### src/rtl/hack_cpu_mc.sv
// Multi-cycle Hack CPU with request/ready fetch and data-memory handshakes.
// Optional self-loop halt detection is enabled by defining HACK_CPU_HALT_DETECT_EN.
module hack_cpu_mc #(
  parameter int WIDTH  = 16,
  parameter int ADDR_W = 15
) (
  input  logic              clock,
  input  logic              reset,
  output logic              instr_req,
  output logic [ADDR_W-1:0] instr_addr,
  input  logic              instr_valid,
  input  logic [WIDTH-1:0]  instruction,
  output logic              mem_re,
  output logic              mem_we,
  output logic [ADDR_W-1:0] mem_addr,
  output logic [WIDTH-1:0]  mem_wdata,
  input  logic              mem_ready,
  input  logic [WIDTH-1:0]  mem_rdata,
  output logic [ADDR_W-1:0] pc,
  output logic              halted
);

  localparam logic [2:0] S_FETCH  = 3'd0;
  localparam logic [2:0] S_MREAD  = 3'd1;
  localparam logic [2:0] S_EXEC   = 3'd2;
  localparam logic [2:0] S_MWRITE = 3'd3;
  localparam logic [2:0] S_HALT   = 3'd4;

  logic [2:0]        state_q, state_d;
  logic [ADDR_W-1:0] pc_q, pc_d, maddr_q, maddr_d;
  logic [WIDTH-1:0]  a_q, a_d, d_q, d_d, ir_q, ir_d, m_q, m_d, wdata_q, wdata_d;
  logic [WIDTH-1:0]  alu_out;
  logic [ADDR_W-1:0] pc_inc;
  logic              is_c, zr, ng, taken;

  function automatic logic [WIDTH-1:0] hack_alu(input logic [WIDTH-1:0] x,
                                                input logic [WIDTH-1:0] y,
                                                input logic [5:0]       c);
    logic [WIDTH-1:0] xs, ys, r;
    xs = c[5] ? '0 : x;
    if (c[4]) xs = ~xs;
    ys = c[3] ? '0 : y;
    if (c[2]) ys = ~ys;
    r = c[1] ? (xs + ys) : (xs & ys);
    if (c[0]) r = ~r;
    return r;
  endfunction

  assign is_c    = ir_q[WIDTH-1];
  assign alu_out = hack_alu(d_q, ir_q[12] ? m_q : a_q, ir_q[11:6]);
  assign zr      = (alu_out == '0);
  assign ng      = alu_out[WIDTH-1];
  assign taken   = is_c & ((ir_q[2] & ng) | (ir_q[1] & zr) | (ir_q[0] & ~zr & ~ng));
  assign pc_inc  = pc_q + ADDR_W'(1);

  always_comb begin
    state_d = state_q;
    pc_d    = pc_q;
    a_d     = a_q;
    d_d     = d_q;
    ir_d    = ir_q;
    m_d     = m_q;
    wdata_d = wdata_q;
    maddr_d = maddr_q;
    case (state_q)
      S_FETCH: begin
        if (instr_valid) begin
          ir_d    = instruction;
          maddr_d = a_q[ADDR_W-1:0];
          state_d = (instruction[WIDTH-1] && instruction[12]) ? S_MREAD : S_EXEC;
        end
      end
      S_MREAD: begin
        if (mem_ready) begin
          m_d     = mem_rdata;
          state_d = S_EXEC;
        end
      end
      S_EXEC: begin
        if (!is_c) begin
          a_d     = {1'b0, ir_q[WIDTH-2:0]};
          pc_d    = pc_inc;
          state_d = S_FETCH;
        end else begin
          if (ir_q[5]) a_d = alu_out;
          if (ir_q[4]) d_d = alu_out;
          // Address and target both come from the A value before this commit.
          wdata_d = alu_out;
          maddr_d = a_q[ADDR_W-1:0];
          pc_d    = taken ? a_q[ADDR_W-1:0] : pc_inc;
          if (ir_q[3]) state_d = S_MWRITE;
`ifdef HACK_CPU_HALT_DETECT_EN
          else if (taken && (a_q[ADDR_W-1:0] == pc_q)) state_d = S_HALT;
`endif
          else state_d = S_FETCH;
        end
      end
      S_MWRITE: begin
        if (mem_ready) state_d = S_FETCH;
      end
      S_HALT:  state_d = S_HALT;
      default: state_d = S_FETCH;
    endcase
  end

  always_ff @(posedge clock) begin
    if (reset) begin
      state_q <= S_FETCH;
      pc_q    <= '0;
      a_q     <= '0;
      d_q     <= '0;
      ir_q    <= '0;
      m_q     <= '0;
      wdata_q <= '0;
      maddr_q <= '0;
    end else begin
      state_q <= state_d;
      pc_q    <= pc_d;
      a_q     <= a_d;
      d_q     <= d_d;
      ir_q    <= ir_d;
      m_q     <= m_d;
      wdata_q <= wdata_d;
      maddr_q <= maddr_d;
    end
  end

  // Requests are pure state decodes, forced low while reset is held.
  assign instr_req  = ~reset & (state_q == S_FETCH);
  assign mem_re     = ~reset & (state_q == S_MREAD);
  assign mem_we     = ~reset & (state_q == S_MWRITE);
  assign instr_addr = pc_q;
  assign pc         = pc_q;
  assign mem_addr   = maddr_q;
  assign mem_wdata  = wdata_q;
`ifdef HACK_CPU_HALT_DETECT_EN
  assign halted     = ~reset & (state_q == S_HALT);
`else
  assign halted     = 1'b0;
`endif

endmodule

### config.mk
export PLATFORM = sky130hd
export DESIGN_NAME = hack_cpu_mc
export DESIGN_NICKNAME = d
export VERILOG_FILES = /design/src/rtl/hack_cpu_mc.sv
export SDC_FILE = /design/constraint.sdc
export NUM_CORES = 1
export LEC_CHECK = 0
export CAP_MARGIN = 15
export CELL_PAD_IN_SITES_DETAIL_PLACEMENT = 0
export CELL_PAD_IN_SITES_GLOBAL_PLACEMENT = 1
export CORE_ASPECT_RATIO = 1.2
export CORE_MARGIN = 2
export CORE_UTILIZATION = 43
export DETAILED_ROUTE_END_ITERATION = 10
export PLACE_DENSITY_LB_ADDON = 0.1
export SLEW_MARGIN = 40
export SYNTH_ARGS = -nofsm -noshare
export SYNTH_HDL_FRONTEND = slang
export SYNTH_SLANG_ARGS = --single-unit
### constraint.sdc
create_clock -name clock -period 11.15 [get_ports clock]
set_input_delay 3.345 -clock clock [delete_from_list [all_inputs] [get_ports clock]]
set_output_delay 3.345 -clock clock [all_outputs]
set_load 0.1 [all_outputs]
==> results.ini <==
[worst_setup_path]
endpoint_kind=output port
worstReg2RegEnd=instr_addr[1]
reg2regPathDepth=18
cp.required_ps=7810
crit_arrival_ps=4340
crit_type=in2out
rr_startpoint=ir_q[12]
cp_max_fo=55
start_kind=input pin
r2r_slack_ps=5480

[sta]
post-route-min-period_ps=7680
fin_crit_sh=0.689
fin_skew_ps=12.3
rsz0062_at_grt=no
relSlewSlack=0.424
report.final.hold_viol_count=0
fin_setup_tns_ps=0
drv_slew=0
finalSetupViolCount=0
fmax_mhz=130
worst_pin_slew_ps=842

[place]
port-buffer-count=99
hpwl_mm=14.1
dp_cells=1104
gp_congestion=0.871

[hold_path]
holdPathStages=2
hold_path.class=reg2reg
min_from=mem_addr[9]
hold_end=mem_addr[9]

[yosys]
synth_top_cell_area_share=0.343
ys_warn_count=0
avgSynthCellArea_um2=7.63
yosysSeqAreaShare=0.343
synth_edf_count=0
synthArstFlopShare=0
yosys.area.top_type=dfxtp_1
ys_ff_latch=113
yosysMostFrequentCell=nand2_1
synth_area_mm2=0.00660
yosys-top-cells-area=dfxtp_1, nand2_1, a21oi_1, mux2i_1, xnor2_1
syn_nets=920
synthFlopType=dfxtp_1
synth_cell_types=73
synthTopCellsByCount=nand2_1, dfxtp_1, a21oi_1, nor2_1, clkbuf_1
synthCells=866

[floorplanning]
num_rows=49
die_w_um=117
die-area_mm2=0.0164
coreArea_mm2=0.0150
start_util=0.440
pin_count=101
fp.dieH_um=140

[power_and_ir_drop]
p_clk_frac=0.457
vdd_drop_max_v=0.0000991
p_sw_frac=0.313
leakage_nw=3.02
switchingPower_w=0.000403
p_comb_frac=0.197
p_per_area_mw_per_mm2=163
p_int_w=0.000886
seqPwrFrac=0.346

[route]
first_iter_violations=332
drc=0
firstDrtPassIters=5
wl_per_cell_um=16.9
via_per_inst=5.49
vias=6235
ant_nets=0
wirelength_mm=19.2

[clock_tree]
cts_tree=built
cts_max_path_buffers=2
clkTransAtPathRegs_ps=60
htree_levels=4
cts_hold_buf=0
post_cts_resized=0
post_cts_buffers=0
insertion_delay_ps=420
numCtsBuffers=17
cts_sinks=113
root_buffer=clkbuf_16

[grt]
antenna_found_initial=0
grt_pass1_wl_mm=30.6
gr-total-overflow=0
grt_max_degree=63
grt_usage=0.240
grt_pass1_vias=5979

[final_layout]
fin_nets=973
stdcell_count=1136
area_growth_pct=19.6
num_antenna_cells=0
drive_gt1_frac=0.147

[outcome]
outcome=finished clean

[run]
max-cap-violations=0

worst max-delay path by stage:
| stage | start | end | slack (ps) | depth (start not counted) |
|---|---|---|---|---|
| after floorplan | reset | instr_req | 1280 | 3 |
| after global placement | reset | instr_req | 2760 | 3 |
| after detailed placement | reset | mem_we | 3460 | 3 |
| after CTS | reset | mem_we | 3460 | 3 |
| after global routing | reset | mem_we | 3380 | 3 |
| final | reset | mem_we | 3470 | 3 |
power by group through the flow:
| stage | Clock (W) | Combinational [W] | Sequential, W |
|---|---|---|---|
| 2_1_floorplan | 0 | 0.000172 | 0.000469 |
| 3_3_place_gp | 0 | 0.000254 | 0.000454 |
| 3_5_place_dp | 0 | 0.000253 | 0.000455 |
| 4_1_cts | 0.000596 | 0.000254 | 0.000446 |
| 5_1_grt | 0.000613 | 0.000276 | 0.000448 |
| 6_report | 0.000589 | 0.000254 | 0.000446 |
through the flow:
step	worst slack [ps]	total power [W]	area [um^2]	hold slack (ps)	util
after floorplan	1280	0.000641	6600	436	-
after global placement	2760	0.000708	7540	444	0.502
after detailed placement	3460	0.000708	7250	446	0.483
after CTS	3460	0.00130	7890	454	0.525
after global routing	3380	0.00134	7900	471	0.526
final	3470	0.00129	7900	450	0.526
layout by cell type (no fill, tap or decap), types with 3 or more instances in the layout:
cell	instances
nand2_1	192
ha_1	17
nor2_1	75
nand3b_1	3
nand2b_1	26
inv_1	5
nor3b_1	3
clkbuf_16	17
dfxtp_2	3
dfxtp_1	110
xnor2_1	35
o21ai_0	15
clkdlybuf4s50_1	34
buf_2	64
inv_6	4
a2111oi_0	3
or3_1	7
a211oi_2	3
a21o_1	12
nor2b_1	5
buf_4	8
or4_1	3
a211oi_1	16
nor3_1	6
nand3_1	17
a31oi_1	15
bufinv_16	4
clkinv_4	4
xor2_1	17
o211ai_1	4
mux2i_1	31
nand4_1	5
and3_1	9
a21oi_1	101
worst max-delay path: stages:
cell	delay, ps
buf_4	280
nor3_1	250
buf_2	460
sequential cells by signal (all words and copies together) (netlist names):
signal / count
state_q: 3
ir_q: 16
m_q: 16
mem_wdata: 16
d_q: 16
a_q: 16
mem_addr: 15
instr_addr: 15
metal layers:
metal	GRT usage	routed length [um]	vias to the layer above
met5	0	0	-
met4	0.107	633	0
met3	0.0409	677	40
met2	0.403	9440	146
met1	0.299	8430	2967
li1	-	-	3082
cells by family after synthesis:
group	count (synthesis)	share of synthesized area
adder cells (fa/ha/maj)	18	0.0352
multiplexers	33	0.0510
buffers and inverters	80	0.0587
AND/OR/NAND/NOR	367	0.247
flip-flops	113	0.343
other	1	0.000568
AO/OA/AOI/OAI	202	0.196
XOR/XNOR	52	0.0690
cell type report:
| cell class | instances | area [um^2] |
|---|---|---|
| timing repair buffer | 107 | 732 |
| sequential | 113 | 2270 |
| tap | 204 | 255 |
| inverter | 7 | 26.3 |
| multi-input combinational | 673 | 3980 |
| clock buffer | 18 | 439 |
| fill | 1433 | 7120 |
| clock inverter | 14 | 203 |
Note: power is estimated with default switching activity, not from simulation.
